`config.mk`:
```
export PLATFORM = sky130hd
export DESIGN_NAME = parking_entry_frontend
export DESIGN_NICKNAME = d
export VERILOG_FILES = /design/src/rtl/parking_entry_frontend.sv
export SDC_FILE = /design/constraint.sdc
export NUM_CORES = 1
export LEC_CHECK = 0
export CAP_MARGIN = 20
export CORE_MARGIN = 5
export CORE_UTILIZATION = 41
export DETAILED_ROUTE_END_ITERATION = 12
export PLACE_DENSITY = 0.67
export SYNTH_ARGS = -nofsm -noshare
export SYNTH_HDL_FRONTEND = slang
export SYNTH_SLANG_ARGS = --single-unit
```
`constraint.sdc`:
```
create_clock -name clk -period 3.57 [get_ports clk]
set_input_delay 0.714 -clock clk [delete_from_list [all_inputs] [get_ports clk]]
set_output_delay 0.714 -clock clk [all_outputs]
set_load 0.005 [all_outputs]
```
`src/rtl/parking_entry_frontend.sv`:
```
// parking_entry_frontend
// Debounces the entrance/exit sensors and collects a two-digit keypad code
// for the downstream parking controller. The password outputs only change on
// a submit, an abort (entrance fall or timeout) or reset, so the controller
// always evaluates stable values.
//
// Keypad strobes: key_valid, key_enter and key_clear are single-cycle,
// fire-and-forget strobes with no ready/back-pressure. A strobe is consumed
// on the rising edge where it is high if the current state accepts it, and
// it is silently dropped otherwise. key_code is only looked at together with
// an accepted key_valid.
module parking_entry_frontend #(
    parameter int DEBOUNCE_CYCLES = 16,
    parameter int TIMEOUT_CYCLES  = 1000
) (
    input  logic       clk,
    input  logic       reset_n,
    input  logic       raw_entrance,
    input  logic       raw_exit,
    input  logic       key_valid,
    input  logic [1:0] key_code,
    input  logic       key_enter,
    input  logic       key_clear,
    output logic       sensor_entrance,
    output logic       sensor_exit,
    output logic [1:0] password_1,
    output logic [1:0] password_2,
    output logic       pw_valid,
    output logic       entry_busy,
    output logic       timeout_flag,
    output logic [2:0] fsm_state
);

    localparam int DW = $clog2(DEBOUNCE_CYCLES);
    localparam int TW = $clog2(TIMEOUT_CYCLES);
    localparam logic [DW-1:0] DEB_LAST = DW'(DEBOUNCE_CYCLES - 1);
    localparam logic [TW-1:0] TMO_LAST = TW'(TIMEOUT_CYCLES - 1);

    typedef enum logic [2:0] {
        S_IDLE       = 3'd0,
        S_WAIT_D1    = 3'd1,
        S_WAIT_D2    = 3'd2,
        S_WAIT_ENTER = 3'd3,
        S_HOLD       = 3'd4
    } state_t;

    // ------------------------------------------------------------------
    // Sensor debounce: index 0 = entrance, index 1 = exit
    // ------------------------------------------------------------------
    logic [1:0]    raw;
    logic [1:0]    deb_q, deb_d;
    logic [DW-1:0] dcnt_q [2];
    logic [DW-1:0] dcnt_d [2];
    logic          ent_prev_q;
    logic          ent_rise, ent_fall;

    assign raw = {raw_exit, raw_entrance};

    // Count consecutive disagreeing cycles; flip the output on the last one.
    always_comb begin
        deb_d = deb_q;
        for (int i = 0; i < 2; i++) begin
            dcnt_d[i] = '0;
            if (raw[i] != deb_q[i]) begin
                if (dcnt_q[i] == DEB_LAST) begin
                    deb_d[i] = ~deb_q[i];
                end else begin
                    dcnt_d[i] = dcnt_q[i] + DW'(1);
                end
            end
        end
    end

    // Debounce state and the delayed entrance copy used for edge strobes.
    always_ff @(posedge clk) begin
        if (!reset_n) begin
            deb_q      <= '0;
            dcnt_q[0]  <= '0;
            dcnt_q[1]  <= '0;
            ent_prev_q <= 1'b0;
        end else begin
            deb_q      <= deb_d;
            dcnt_q[0]  <= dcnt_d[0];
            dcnt_q[1]  <= dcnt_d[1];
            ent_prev_q <= deb_q[0];
        end
    end

    assign sensor_entrance = deb_q[0];
    assign sensor_exit     = deb_q[1];
    assign ent_rise        = deb_q[0] & ~ent_prev_q;
    assign ent_fall        = ~deb_q[0] & ent_prev_q;

    // ------------------------------------------------------------------
    // Entry FSM with digit latches, password outputs and idle timeout
    // ------------------------------------------------------------------
    state_t        state_q, state_d;
    logic [1:0]    d1_q, d1_d, d2_q, d2_d;
    logic [1:0]    pw1_q, pw1_d, pw2_q, pw2_d;
    logic          pw_valid_q, pw_valid_d;
    logic          tflag_q, tflag_d;
    logic [TW-1:0] tcnt_q, tcnt_d;
    logic          in_wait;
    logic [TW-1:0] tcnt_inc;

    assign in_wait  = (state_q == S_WAIT_D1) || (state_q == S_WAIT_D2) ||
                      (state_q == S_WAIT_ENTER);
    assign tcnt_inc = (tcnt_q == TMO_LAST) ? tcnt_q : tcnt_q + TW'(1);

    // Next state: ent_fall beats timeout beats key_clear beats enter/valid.
    // tcnt_d defaults to 0, so only the "nothing accepted" paths keep counting.
    always_comb begin
        state_d    = state_q;
        d1_d       = d1_q;
        d2_d       = d2_q;
        pw1_d      = pw1_q;
        pw2_d      = pw2_q;
        pw_valid_d = 1'b0;
        tflag_d    = 1'b0;
        tcnt_d     = '0;

        if (state_q != S_IDLE && ent_fall) begin
            state_d = S_IDLE;
            d1_d    = '0;
            d2_d    = '0;
            pw1_d   = '0;
            pw2_d   = '0;
        end else if (in_wait && tcnt_q == TMO_LAST) begin
            state_d = S_IDLE;
            d1_d    = '0;
            d2_d    = '0;
            pw1_d   = '0;
            pw2_d   = '0;
            tflag_d = 1'b1;
        end else if (state_q != S_IDLE && key_clear) begin
            // Restart digit entry; the last submitted password stays visible.
            state_d = S_WAIT_D1;
            d1_d    = '0;
            d2_d    = '0;
        end else begin
            unique case (state_q)
                S_IDLE: begin
                    if (ent_rise) state_d = S_WAIT_D1;
                end
                S_WAIT_D1: begin
                    if (key_valid) begin
                        d1_d    = key_code;
                        state_d = S_WAIT_D2;
                    end else begin
                        tcnt_d = tcnt_inc;
                    end
                end
                S_WAIT_D2: begin
                    if (key_valid) begin
                        d2_d    = key_code;
                        state_d = S_WAIT_ENTER;
                    end else begin
                        tcnt_d = tcnt_inc;
                    end
                end
                S_WAIT_ENTER: begin
                    if (key_enter) begin
                        pw1_d      = d1_q;
                        pw2_d      = d2_q;
                        pw_valid_d = 1'b1;
                        state_d    = S_HOLD;
                    end else begin
                        tcnt_d = tcnt_inc;
                    end
                end
                S_HOLD: begin
                    state_d = S_HOLD;
                end
                default: begin
                    state_d = S_IDLE;
                end
            endcase
        end
    end

    // FSM and datapath registers.
    always_ff @(posedge clk) begin
        if (!reset_n) begin
            state_q    <= S_IDLE;
            d1_q       <= '0;
            d2_q       <= '0;
            pw1_q      <= '0;
            pw2_q      <= '0;
            pw_valid_q <= 1'b0;
            tflag_q    <= 1'b0;
            tcnt_q     <= '0;
        end else begin
            state_q    <= state_d;
            d1_q       <= d1_d;
            d2_q       <= d2_d;
            pw1_q      <= pw1_d;
            pw2_q      <= pw2_d;
            pw_valid_q <= pw_valid_d;
            tflag_q    <= tflag_d;
            tcnt_q     <= tcnt_d;
        end
    end

    assign password_1   = pw1_q;
    assign password_2   = pw2_q;
    assign pw_valid     = pw_valid_q;
    assign timeout_flag = tflag_q;
    assign entry_busy   = in_wait;
    assign fsm_state    = state_q;

endmodule
```
---- Word level (Yosys, flattened, before mapping) ----
Memory sizes are Yosys's and may differ from the RTL's.
Cells that the tools add are included.
word-level totals
  bits in registers ....................... 26
  RAM bits ................................ 8
  bits of input ports ..................... 9
  memories ................................ 1
operators by class
  add/subtract/negate cells ............... 3
  equal/unequal tests ..................... 17
  multiplexer cells ....................... 20
  bitwise logic cells ..................... 10
  reductions and logical operators ........ 19
memories
  name    words  width  rd ports  clocked after Yosys merged registers in  wr ports  line  source
  dcnt_q  2      4      2         0                                        2         52    logic [DW-1:0] dcnt_q [2];
operators by type and width
  operator                 number
  $mux W10                 3
  $mux W4                  6
  $pmux W10 S2             1
  $pmux W3 S5              1
  $mux W3                  4
  $add A10 B1 Y10 const B  1
  $eq A10 B10 Y1 const B   1
  $ne A3 B2 Y1 const B     3
  $add A4 B1 Y4 const B    2
  $eq A4 B4 Y1 const B     2
  $ne A2 B2 Y1 const B     4
  $reduce_and A2 Y1        4
  $reduce_and A4 Y1        2
  $eq A3 B2 Y1 const B     2
  $not A1 Y1               6
  $mux W1                  5
  $reduce_or A5 Y1         1
  $reduce_or A2 Y1         2
  $reduce_or A4 Y1         1
  $eq A3 B1 Y1 const B     1
  $eq A3 B3 Y1 const B     1
  $logic_and A1 B1 Y1      3
  $logic_not A3 Y1         1
  $ne A3 B3 Y1 const B     1
  7 further kinds          11

---- Longest topological paths before layout ----
Gate-level depths: netlist of the first run.
  depth after elaboration ................. 5
  mapped depth ............................ 6

---- Least setup slack after synthesis of the first run ----
OpenSTA, ideal clock, no wires.
  kind .................................... input port to flip-flop
  from .................................... input port key_valid
  to ...................................... register tcnt_q[3]
  setup time .............................. 150 ps
  arrival time ............................ 1515 ps
  setup slack ............................. 1905 ps
  cell stages on the path ................. 4
  cell sequence ........................... and2b_1 -> a21oi_1 -> a21oi_2 -> nor4_1
between the ends
  word-level cells in the longest chain between the ends .. 2
ends and longest elaborated chain
  what                    line      source
  start: declaration      20        input logic key_valid,
  $mux W10                146, 154
  $pmux W10 S2            141       unique case (state_q)
  end signal: assignment  200       tcnt_q <= tcnt_d;
  end: declaration        102       logic [TW-1:0] tcnt_q, tcnt_d;
No other way between the ends.
A chain may end at the register's enable or synchronous reset.

---- Worst setup path after layout of the first run ----
  from .................................... register state_q[0] (netlist: fsm_state[0])
  to ...................................... output port entry_busy
between the ends
  word-level cells in the longest chain between the ends .. 3
  elaborated cells on any way between the ends .. 5
  classes of those cells .................. eq/ne (3); reduce/logical (2)
ends and longest elaborated chain
  what                                          line  source
  start: declaration                            97    state_t state_q, state_d;
  start signal: assignment                      193   state_q <= state_d;
  $eq A3 B1 Y1 or $eq A3 B2 Y1 (tied branches)  106   assign in_wait = (state_q == S_WAIT_D1) || (state_q == S_WAIT_D2) ||
  $logic_or A1 B1 Y1                            106
  $logic_or A1 B1 Y1 (*)                        106
  end: declaration                              29    output logic entry_busy,
Mark *: on every way between the ends. The rest lies on a longest branch, timed or not.

==> flow_summary_export.csv, run 1 <==
group,metric,value,unit
pwr,cellLeakagePower,0.686,nW
global_route,grt-busiest-layer,"met2",
logic_synthesis,synth_area_per_cell,9.63,um^2
final_layout,areaGrowthSynthToFinish,24.4,%
hold_path,hold_path_depth,1,
cts,ctsResizeCount,0,
die,design.core.area,0.00366,mm^2
die,site_row_count,22,
global_route,grt.overflow.total,0,
worst_setup_path,crit_buf_inv,2,
sta,min_period_over_period,66.8,%
cts,tritoncts_num_sinks,34,
final_layout,most-common-layout-cells,"34 x sky130_fd_sc_hd__dfxtp_1, 20 x sky130_fd_sc_hd__clkdlybuf4s50_1, 16 x sky130_fd_sc_hd__nor2_1, 11 x sky130_fd_sc_hd__nand2_1, 9 x sky130_fd_sc_hd__nand3_1",
routing,firstDrtPassIters,4,
run_status,result_of_the_run,"finished, final reports clean",
placed_design,place_inst,224,
routing,drt_drc_violations_left,0,
logic_synthesis,cell_taking_the_most_area_after_synthesis,"sky130_fd_sc_hd__dfxtp_1",
logic_synthesis,synth.lib_cells_used.distinct,40,
final_layout,finish.cell_count_without_fillers,232,
logic_synthesis,synth_sequential_area_ratio,44.2,%
die,pin_count,21,
worst_setup_path,critical_path.startpoint_type,"register",
global_route,grt_antenna_before_repair,0,
final_layout,n_antenna_cell,0,
logic_synthesis,netlist_area,0.00154,mm^2
cts,clock_tree.htree_level_count,2,
logic_synthesis,synth_nets,172,
worst_setup_path,path_max_fanout,13,
routing,drt_iter0_markers,46,
routing,wl_per_cell,13.0,um
job,maxCapViolations,0,
worst_setup_path,crit_family,"buffers and inverters",
die,die_x,71.3,um
global_route,global_route.usage.met3,5.33,%
cts,worst_skew_pair.late_latency,290,ps
global_route,number_of_global_route_vias_before_repair,1221,
sta,final.min_clock_period,2380,ps
die,fp.dieArea,0.00509,mm^2
global_route,grt_start_max_net_pins,14,
global_route,globalRouteMet2Util,21.7,%
routing,routed_vias,1183,
cts,cts_buffers,5,
logic_synthesis,synth-warning-count,0,
worst_setup_path,worstSetupPathDepth,3,
global_route,grt_pass1_wl,5150,um
die,initial_core_util,42.1,%
worst_setup_path,worstPathCellList,"o21ai_2, inv_1, clkdlybuf4s50_1",
worst_setup_path,worst-endpoint-required,2860,ps
worst_setup_path,critical-path-max-stage-delay,600,ps
sta,max_slew_margin,48.7,%
worst_setup_path,worstRegToRegCells,5,
worst_setup_path,critical-path-slowest-cell,"sky130_fd_sc_hd__dfxtp_1",
routing,wirelength,3020,um
logic_synthesis,yosys_most_used_dff,"sky130_fd_sc_hd__dfxtp_1",
cts,clk_pin_slew,70,ps
final_layout,finalNetCount,195,
cts,tritoncts_clock_tree,"done",
global_route,global_routing_met1_resource_utilization,14.0,%
placed_design,routabilityCongestion,0.754,
routing,detail-route-antenna-nets,0,
logic_synthesis,synth_enable_flop_cells,0,
sta,finalHoldViolCount,0,
placed_design,place.detailed.hpwl,2300,um
logic_synthesis,ys_async_sr_fraction,0,%
sta,maxClockFrequency,419,MHz
logic_synthesis,synthesized_instance_count,160,
pwr,peakVddDrop,273,uV
cts,clock_tree.buffer_depth,2,
pwr,cellPowerDensity,441,mW/mm^2
logic_synthesis,synth_top_cell_area_share,44.2,%
logic_synthesis,yosys_register_bits,34,
sta,setup_repair_after_global_routing_missed_its_margin,"false",
cts,hold_buffers,0,
logic_synthesis,ys_top_cells_by_area,"sky130_fd_sc_hd__dfxtp_1 44%, sky130_fd_sc_hd__nor3_2 5.2%, sky130_fd_sc_hd__mux2i_1 4.5%, sky130_fd_sc_hd__xor2_1 4.5%, sky130_fd_sc_hd__nor2_1 3.9%",
cts,post_cts_buffers,0,
sta,setup_tns,0,ps
cts,clk_root_buffer_cell,"sky130_fd_sc_hd__clkbuf_8",
routing,vias_per_cell,5.10,
placed_design,count_of_port_buffers_added_during_placement,20,
die,chipHeight,71.3,um
worst_setup_path,type_of_the_worst_setup_path,"reg -> out",
sta,worstMarginPinSlew,769,ps
global_route,globalRouteTotalUtil,12.7,%
worst_setup_path,worst_ep_arrival_time,1670,ps
sta,slew_violations,0,
final_layout,layout_commonest_cell,"sky130_fd_sc_hd__dfxtp_1",
sta,skew,3.18,ps
hold_path,holdCritPathClass,"reg -> reg",
final_layout,final_layout_size_suffix_gt1_share,13.0,%
worst_setup_path,type_of_element_capturing_the_critical_path,"primary output",
sta,final-setup-viol-count,0,
-- per-stage QoR --
step	utilization (%)	area, um^2	hold WS, ps	setup slack, ps	power, mW
floorplan	-	1540	418	1910	0.405
global placement	48.5	1780	424	1250	0.417
detailed placement	48.5	1780	446	1180	0.419
CTS	52.4	1920	459	1200	0.852
global route	52.4	1920	478	1100	0.871
finish	52.4	1920	451	1190	0.846
-- worst reg2reg max path: stages, from the launching register on --
cell and delay [ps]:
sky130_fd_sc_hd__dfxtp_1 390, sky130_fd_sc_hd__ha_1 230, sky130_fd_sc_hd__and4b_1 300, sky130_fd_sc_hd__nand4bb_4 190
sky130_fd_sc_hd__o2111ai_2 670, sky130_fd_sc_hd__nor4_1 120
-- final cells by class --
class                           instances  area, um^2
Clock buffer                            6        82.6
Clock inverter                          2        60.1
Fill cell                             350        1740
Inverter                                5        18.8
Multi-Input combinational cell        117         816
Sequential cell                        34         681
Tap cell                               48        60.1
Timing Repair Buffer                   20         200
-- routing by layer --
| layer | routed length [um] | vias to the layer above |
|---|---|---|
| met5 | 0 | - |
| met4 | 44 | 0 |
| met3 | 122 | 5 |
| met2 | 1510 | 20 |
| met1 | 1340 | 555 |
| li1 | - | 603 |
-- state kept, by name (all words and copies together) (netlist names) --
signal / cells
deb_q: 2
fsm_state: 3
tcnt_q: 10
timeout_flag: 1
password_1: 2
d1_q: 2
dcnt_q: 8
pw_valid: 1
password_2: 2
d2_q: 2
ent_prev_q: 1
-- cells by family after synthesis --
group	count (synthesis)	share of synthesized area, %
buffers and inverters	9	2.92
muxes	7	4.55
AOI/OAI and AO/OA	24	10.3
xor gates and xnor gates	14	7.95
adders and majority gates	3	2.44
DFF	34	44.2
and+or+nand+nor	69	27.7
-- power breakdown --
group	internal [mW]	switching, mW	total (mW)
registers	0.381	0.00157	0.383
clock network	0.298	0.139	0.436
logic	0.0123	0.0145	0.0268
total	0.691	0.155	0.846
-- cells in the mapped netlist (all sizes together), types with 3 or more instances --
library cell / instances
dfxtp: 34
nor2: 16
nor3: 14
nand2: 11
nand3: 9
a21oi: 8
o21ai: 8
xor2: 8
mux2i: 7
xnor2: 6
inv: 5
buf: 4
and3: 3
ha: 3
nor2b: 3
nor3b: 3
-- path summary, 6_finish.rpt --
kind                                    from           end  slack, ps
worst max-delay path            fsm_state[0]    entry_busy       1190
worst min-delay path            dcnt_q[0][4]  dcnt_q[0][4]        450
worst max register to register     tcnt_q[0]     tcnt_q[3]       1530
worst min register to register  dcnt_q[0][4]  dcnt_q[0][4]        450
No activity file was read; power rests on OpenSTA's default activity.
==> run 2: changes to the inputs <==
- clock period: 3.57 -> 2.4 ns (I/O delays scaled with it)
==> run 2 against run 1 <==
Compared with the run above:
- worst setup slack worse by 940 ps
- clock-buffer cell count grew 1
- clock skew down 0.62 ps
- highest routed layer unchanged
- largest cell class unchanged
- die area stayed put
- final cell count rose by 1.3%
- cell area fell by 1.5%
- combinational power increased by 60%
- core utilization decreased by 0.79 points
- critical endpoint unchanged
- sequential power up 49%
==> flow_summary_export.csv, run 2 (synthesized netlist as in run 1, its figures left out) <==
group,metric,value,unit
global_route,globalRouteTotalUtil,13.4,%
routing,firstDrtPassIters,4,
worst_setup_path,reg2reg_slack,440,ps
cts,clk_root_buffer_cell,"sky130_fd_sc_hd__clkbuf_8",
cts,worst_skew_pair.late_latency,280,ps
final_layout,n_antenna_cell,0,
pwr,peakVddDrop,276,uV
job,maxCapViolations,0,
sta,min_period_over_period,89.7,%
cts,ctsResizeCount,0,
sta,maxClockFrequency,465,MHz
final_layout,areaGrowthSynthToFinish,22.6,%
routing,wirelength,3060,um
final_layout,post-route-util,51.6,%
die,site_row_count,22,
final_layout,largest_register,"tcnt_q",
cts,tritoncts_num_sinks,34,
die,die_x,71.3,um
global_route,grt_pass1_wl,5450,um
placed_design,count_of_port_buffers_added_during_placement,20,
placed_design,place_inst,227,
sta,final-setup-viol-count,0,
sta,slew_violations,0,
sta,finalHoldWorstSlack,457,ps
final_layout,final_layout_size_suffix_gt1_share,13.9,%
routing,drt_drc_violations_left,0,
final_layout,most-common-layout-cells,"34 x sky130_fd_sc_hd__dfxtp_1, 20 x sky130_fd_sc_hd__clkdlybuf4s50_1, 16 x sky130_fd_sc_hd__nor2_1, 11 x sky130_fd_sc_hd__nand2_1, 9 x sky130_fd_sc_hd__nand3_1",
pwr,cellPowerDensity,551,mW/mm^2
final_layout,fin_area,0.00189,mm^2
sta,worst_slack,248,ps
die,fp.dieArea,0.00509,mm^2
global_route,grt_start_max_net_pins,14,
worst_setup_path,type_of_the_worst_setup_path,"reg -> out",
cts,post_cts_buffers,0,
sta,final.min_clock_period,2150,ps
cts,clock_tree.buffer_depth,2,
cts,tritoncts_clock_tree,"done",
die,pin_count,21,
cts,clk_pin_slew,70,ps
placed_design,place.detailed.hpwl,2390,um
routing,routed_vias,1202,
cts,hold_buffers,0,
final_layout,seqCellArea,681,um^2
routing,wl_per_cell,13.0,um
sta,setup_repair_after_global_routing_missed_its_margin,"false",
worst_setup_path,critical_path.startpoint_type,"register",
sta,max_slew_margin,65.5,%
placed_design,place_area,0.00180,mm^2
die,design.core.area,0.00366,mm^2
hold_path,holdCritPathClass,"reg -> reg",
final_layout,final.fill_count,331,
global_route,grt.overflow.total,0,
routing,drt_iter0_markers,37,
sta,worstMarginPinSlew,515,ps
cts,clock_tree.htree_level_count,2,
worst_setup_path,worst-endpoint-required,1920,ps
final_layout,finalNetCount,198,
routing,detail-route-antenna-nets,0,
global_route,number_of_global_route_vias_before_repair,1241,
global_route,grt_antenna_before_repair,0,
sta,setup_tns,0,ps
final_layout,multiInputGateArea,816,um^2
run_status,result_of_the_run,"finished, final reports clean",
pwr,cellLeakagePower,0.676,nW
worst_setup_path,type_of_element_capturing_the_critical_path,"primary output",
final_layout,largest_reg_flops,10,
die,chipHeight,71.3,um
final_layout,finish.cell_count_without_fillers,235,
worst_setup_path,path_max_fanout,13,
cts,cts_buffers,5,
placed_design,place_ws,434,ps
final_layout,layout_commonest_cell,"sky130_fd_sc_hd__dfxtp_1",
sta,skew,2.57,ps
sta,finalHoldViolCount,0,
routing,vias_per_cell,5.11,
worst_setup_path,worst_ep_arrival_time,1670,ps
die,initial_core_util,42.1,%
placed_design,routabilityCongestion,0.742,
pwr,finalPower,1.04,mW
[run 2: area by class of cell]
type | count | area share, %
tap | 48 | 3.18
timing repair buffer | 23 | 11.8
multi-input combinational | 117 | 43.2
inverter | 5 | 0.993
clock inverter | 1 | 0.265
sequential | 34 | 36.0
clock buffer | 7 | 4.57
[run 2: layer usage]
metal | vias up | wire [um] | global-route usage (%)
li1 | 611 | - | -
met1 | 567 | 1310 | 14.8
met2 | 19 | 1570 | 23.5
met3 | 5 | 129 | 5.05
met4 | 0 | 43 | 4.38
met5 | - | 0 | 0
[run 2: final timing paths]
check | startpoint | end | depth (start not counted)
setup / recovery | fsm_state[0] | entry_busy | 3
hold / removal | dcnt_q[0][4] | dcnt_q[0][4] | 1
setup reg to reg | tcnt_q[0] | tcnt_q[0] | 6
hold reg to reg | dcnt_q[0][4] | dcnt_q[0][4] | 1
[run 2: worst max-delay path, cell delays in order, from the launching register on]
cell and delay (ps):
sky130_fd_sc_hd__dfxtp_1 600, sky130_fd_sc_hd__o21ai_2 170, sky130_fd_sc_hd__inv_1 120, sky130_fd_sc_hd__clkdlybuf4s50_1 500
[run 2: where the power goes]
group / switching [mW] / internal [mW]
registers: 0.00226 / 0.567
logic: 0.0223 / 0.0205
clock network: 0.197 / 0.231
total: 0.222 / 0.819
==> RTL change 1, RTL diff (flow settings as in run 2) <==
Reset style: asynchronous (`reset_n`), changed in 2 clocked blocks.
--- a/src/rtl/parking_entry_frontend.sv
+++ b/src/rtl/parking_entry_frontend.sv
@@ -73,5 +73,5 @@
 
     // Debounce state and the delayed entrance copy used for edge strobes.
-    always_ff @(posedge clk) begin
+    always_ff @(posedge clk or negedge reset_n) begin
         if (!reset_n) begin
             deb_q      <= '0;
@@ -180,5 +180,5 @@
 
     // FSM and datapath registers.
-    always_ff @(posedge clk) begin
+    always_ff @(posedge clk or negedge reset_n) begin
         if (!reset_n) begin
             state_q    <= S_IDLE;
Check against the original RTL: same outputs for any inputs over 10 cycles, from zero or initial values and one cycle with reset_n low; that may be too few to reach the edited logic, so the function may still have changed.
==> RTL change 1 against run 2 <==
  * Setup slack lost 0.052 ns
  * Critical path depth stayed put
  * Sequential cell count did not move
  * Core utilization is 0.97 points lower
  * Synthesized cell count up 1.3%
  * Routed wire length up 2.4%
  * Design area is 7.2% higher
  * Die area grew 8.4%
  * Clock skew increased by 0.011 ns
  * Non-clock buffer count decreased by 2
  * Via count rose by 2.2%
  * Area after synthesis rose by 9.7%
Power is not compared: it rests on default switching activity, and its combinational part moved more than twofold at a synthesized area within 25%.
==> RTL change 1: results <==
[run_status]
status = completed

[routing]
drt_iter0_drc = 92
drtPass1Iterations = 4
drt-total-wl_um = 3130
via_per_inst = 5.21

[critical_path]
worstPathArrival_ns = 1.72
crit_fanout = 13
reg2reg_depth = 5

[synth]
synth.area.mux_share = 0.0547
synthTopCellsByCount = dfrtp_1 (34), nor2_1 (28), xnor2_1 (10)
synth_adder_area_share = 0.0222
synth-seq-area-share = 0.503
ys.flop_type = dfrtp_1
syn_nets = 174
synth-compound-area-share = 0.0947
synth.distinct_cells = 34
syn_inst = 162
synth_area_sq_um = 1690
synthXorXnorAreaFrac = 0.0621
synthArstFlopShare = 1.00
synth_area_leaders = dfrtp_1 (50%), nor2_1 (6.2%), xnor2_1 (5.2%), mux2i_1 (4.1%), a21oi_1 (2.4%)
yosysMostFrequentCell = dfrtp_1

[cells_and_area]
max_flop_register = tcnt_q
synthToLayoutAreaGrowth_pct = 19.7
stdcell_count = 236
nets = 197
drive_above_1_share = 0.102
clkCellAreaFrac = 0.0469
final-nonclk-buf-share = 0.103
diodes = 0
multi_input_area_share = 0.390
nFillCells = 358
nClkBuffers = 6
seq-cell-share = 0.420
n_all_inverters = 5
multi_input_cells = 118
nNonClkBuffers = 21

[power_and_ir_drop]
p_leak_nw = 0.829
ir_drop_uv = 374
seq-power_mw = 0.716

[cts]
clk_latency_ns = 0.28
clkTransAtPathRegs_ns = 0.08
h-tree-depth = 2
cts_max_path_buffers = 2
cts_made_buffers = 5

[placed_design]
place_congestion = 0.834
placed_cell_area_sq_um = 1930
dpl.hpwl_um = 2340
dpl_worst_slack_ns = 0.438
placed_cells = 228
numPortBuffers = 20

[worst_hold_path]
whs_path_depth = 0
hp-class = register to register

[global_routing]
grt_pass1_vias = 1248
antenna_found_initial = 0
grt_usage = 0.131
grt_start_max_net_pins = 35
grt_pass1_wl_um = 5620

[sta]
fin_skew_ns = 0.0138
tightest_slew_ns = 0.479
RTL change 1: path summary, 6_finish.rpt:
kind,startpoint,endpoint,slack (ns)
max,fsm_state[0]$_DFFE_PN0P_,entry_busy,0.20
min,deb_q[0]$_DFFE_PN0P_,ent_prev_q$_DFF_PN0_,0.49
max reg2reg,tcnt_q[0]$_DFF_PN0_,d2_q[1]$_DFFE_PN0P_,0.54
min reg2reg,deb_q[0]$_DFFE_PN0P_,ent_prev_q$_DFF_PN0_,0.49
max in group asynchronous,reset_n,tcnt_q[2]$_DFF_PN0_,1.50
min in group asynchronous,reset_n,d1_q[1]$_DFFE_PN0P_,0.59
RTL change 1: metal layers:
metal  GRT usage  part of all wire  vias to the layer above
met3      0.0324             0.043                        5
met4      0.0415             0.012                        0
met1       0.162              0.46                      579
li1            -                 -                      614
met2       0.226              0.49                       31
met5           0                 0                        -
RTL change 1: critical path: stages (launching register included):
cell	delay [ns]
dfrtp_1	0.51
o21ai_0	0.40
inv_1	0.08
clkdlybuf4s50_1	0.45
==> RTL change 2, RTL diff (config.mk and constraints of run 2) <==
Made on the original files. Set the parameter `DEBOUNCE_CYCLES` to 32 (it was 16).
--- a/src/rtl/parking_entry_frontend.sv
+++ b/src/rtl/parking_entry_frontend.sv
@@ -11,5 +11,5 @@
 // an accepted key_valid.
 module parking_entry_frontend #(
-    parameter int DEBOUNCE_CYCLES = 16,
+    parameter int DEBOUNCE_CYCLES = 32,
     parameter int TIMEOUT_CYCLES  = 1000
 ) (
Formal check against the unedited RTL: same outputs for any inputs over 10 cycles, from zero or initial values and one cycle with reset_n low; that may be too few to reach the edited logic, so the function may still have changed.
==> RTL change 2 against run 2 <==
  * Register-to-register slack got worse by 0.19 ns
  * Routed wire length increased by 1.3%
  * Area after synthesis fell by 0.32%
  * Sequential cell count up 2
  * Design area rose by 1.5%
  * Global-route usage about the same
  * Clock skew increased by 0.0082 ns
  * Power up 17%
  * Setup slack lost 0.0022 ns
  * Largest cell class unchanged
==> RTL change 2: results <==
[placed_design]
placed_cell_area_sq_um = 1780
dpl.hpwl_um = 2310
numPortBuffers = 20
dpl_worst_slack_ns = 0.195
placed_cells = 234
place_congestion = 0.740

[routing]
drt_iter0_drc = 35
drtPass1Iterations = 4
via_per_inst = 5.04
post_drt_wl_per_cell_um = 12.8

[synth]
synth_adder_area_share = 0.0407
synth.area.mux_share = 0.0521
avgSynthCellArea_sq_um = 9.09
synth_area_leaders = dfxtp_1 (47%), nor2_1 (6.4%), mux2i_1 (5.2%), xnor2_1 (4.6%), ha_1 (4.1%)
synthXorXnorAreaFrac = 0.0798
synth.distinct_cells = 32
syn_nets = 183
yosysWarnings = 0
ys.flop_type = dfxtp_1
synth-seq-area-share = 0.469
synthArstFlopShare = 0
synthTopCellsByCount = dfxtp_1 (36), nor2_1 (26), nor3_1 (12)
synth-compound-area-share = 0.0888

[power_and_ir_drop]
ir_drop_uv = 398
p_leak_nw = 0.679

[critical_path]
crit_type = register to register
crit_fanout = 11
reg2reg_depth = 5
r2r_slack_ns = 0.25
worstPathArrival_ns = 2.28
r2r-end = tcnt_q[4]$_SDFF_PP0_
crit_family = simple AND/OR/NAND/NOR gates
critPathMaxStageDelay_ns = 0.70
worst_path_max_delay_cell = or4_1
r2r-start = tcnt_q[0]$_SDFF_PP0_

[cts]
cts_made_buffers = 5
clk_latency_ns = 0.29
clock-root-buffer = clkbuf_8
clkTransAtPathRegs_ns = 0.08
cts_max_path_buffers = 2
h-tree-depth = 2
postCtsSetupBuffers = 0

[global_routing]
grt_pass1_wl_um = 5450
grt_pass1_vias = 1258
grt_start_max_net_pins = 14
antenna_found_initial = 0
grt_usage = 0.134

[sta]
fin_skew_ns = 0.0108
whs_ns = 0.445
fmax_ghz = 0.464
tightest_slew_ns = 0.802

[cells_and_area]
nets = 207
stdcell_count = 242
nFillCells = 351
drive_above_1_share = 0.0619
diodes = 0

[worst_hold_path]
whs_path_depth = 1
worstHoldEndpoint = dcnt_q[0][0]$_SDFF_PP0_
min_from = dcnt_q[0][0]$_SDFF_PP0_

[run_status]
status = completed
## RTL change 2: report_power, final
group | internal (mW) | total (mW) | switching [mW]
clock network | 0.366 | 0.572 | 0.205
logic | 0.0194 | 0.0408 | 0.0213
registers | 0.600 | 0.603 | 0.00219
## RTL change 2: final cells by class
type                    count  area [sq um]  share of cell area
clock buffers               7          96.3              0.0502
clock inverters             1          30.0              0.0157
inverters                   7          26.3              0.0137
multi-input cells         122           777               0.405
flip-flops and latches     36           721               0.376
well taps                  48          60.1              0.0313
repair buffers             21           208               0.108
## RTL change 2: routing by layer
layer / share of wire / vias up / GRT usage
met1: 0.46 / 572 / 0.159
met2: 0.50 / 16 / 0.229
met5: 0 / - / 0
met3: 0.030 / 5 / 0.0351
met4: 0.013 / 0 / 0.0564
li1: - / 627 / -
## RTL change 2: timing repair
item	in CTS	in global routing
endpoints found under the hold margin	0	0
setup endpoints to repair	0	1
gates resized for setup	0	1
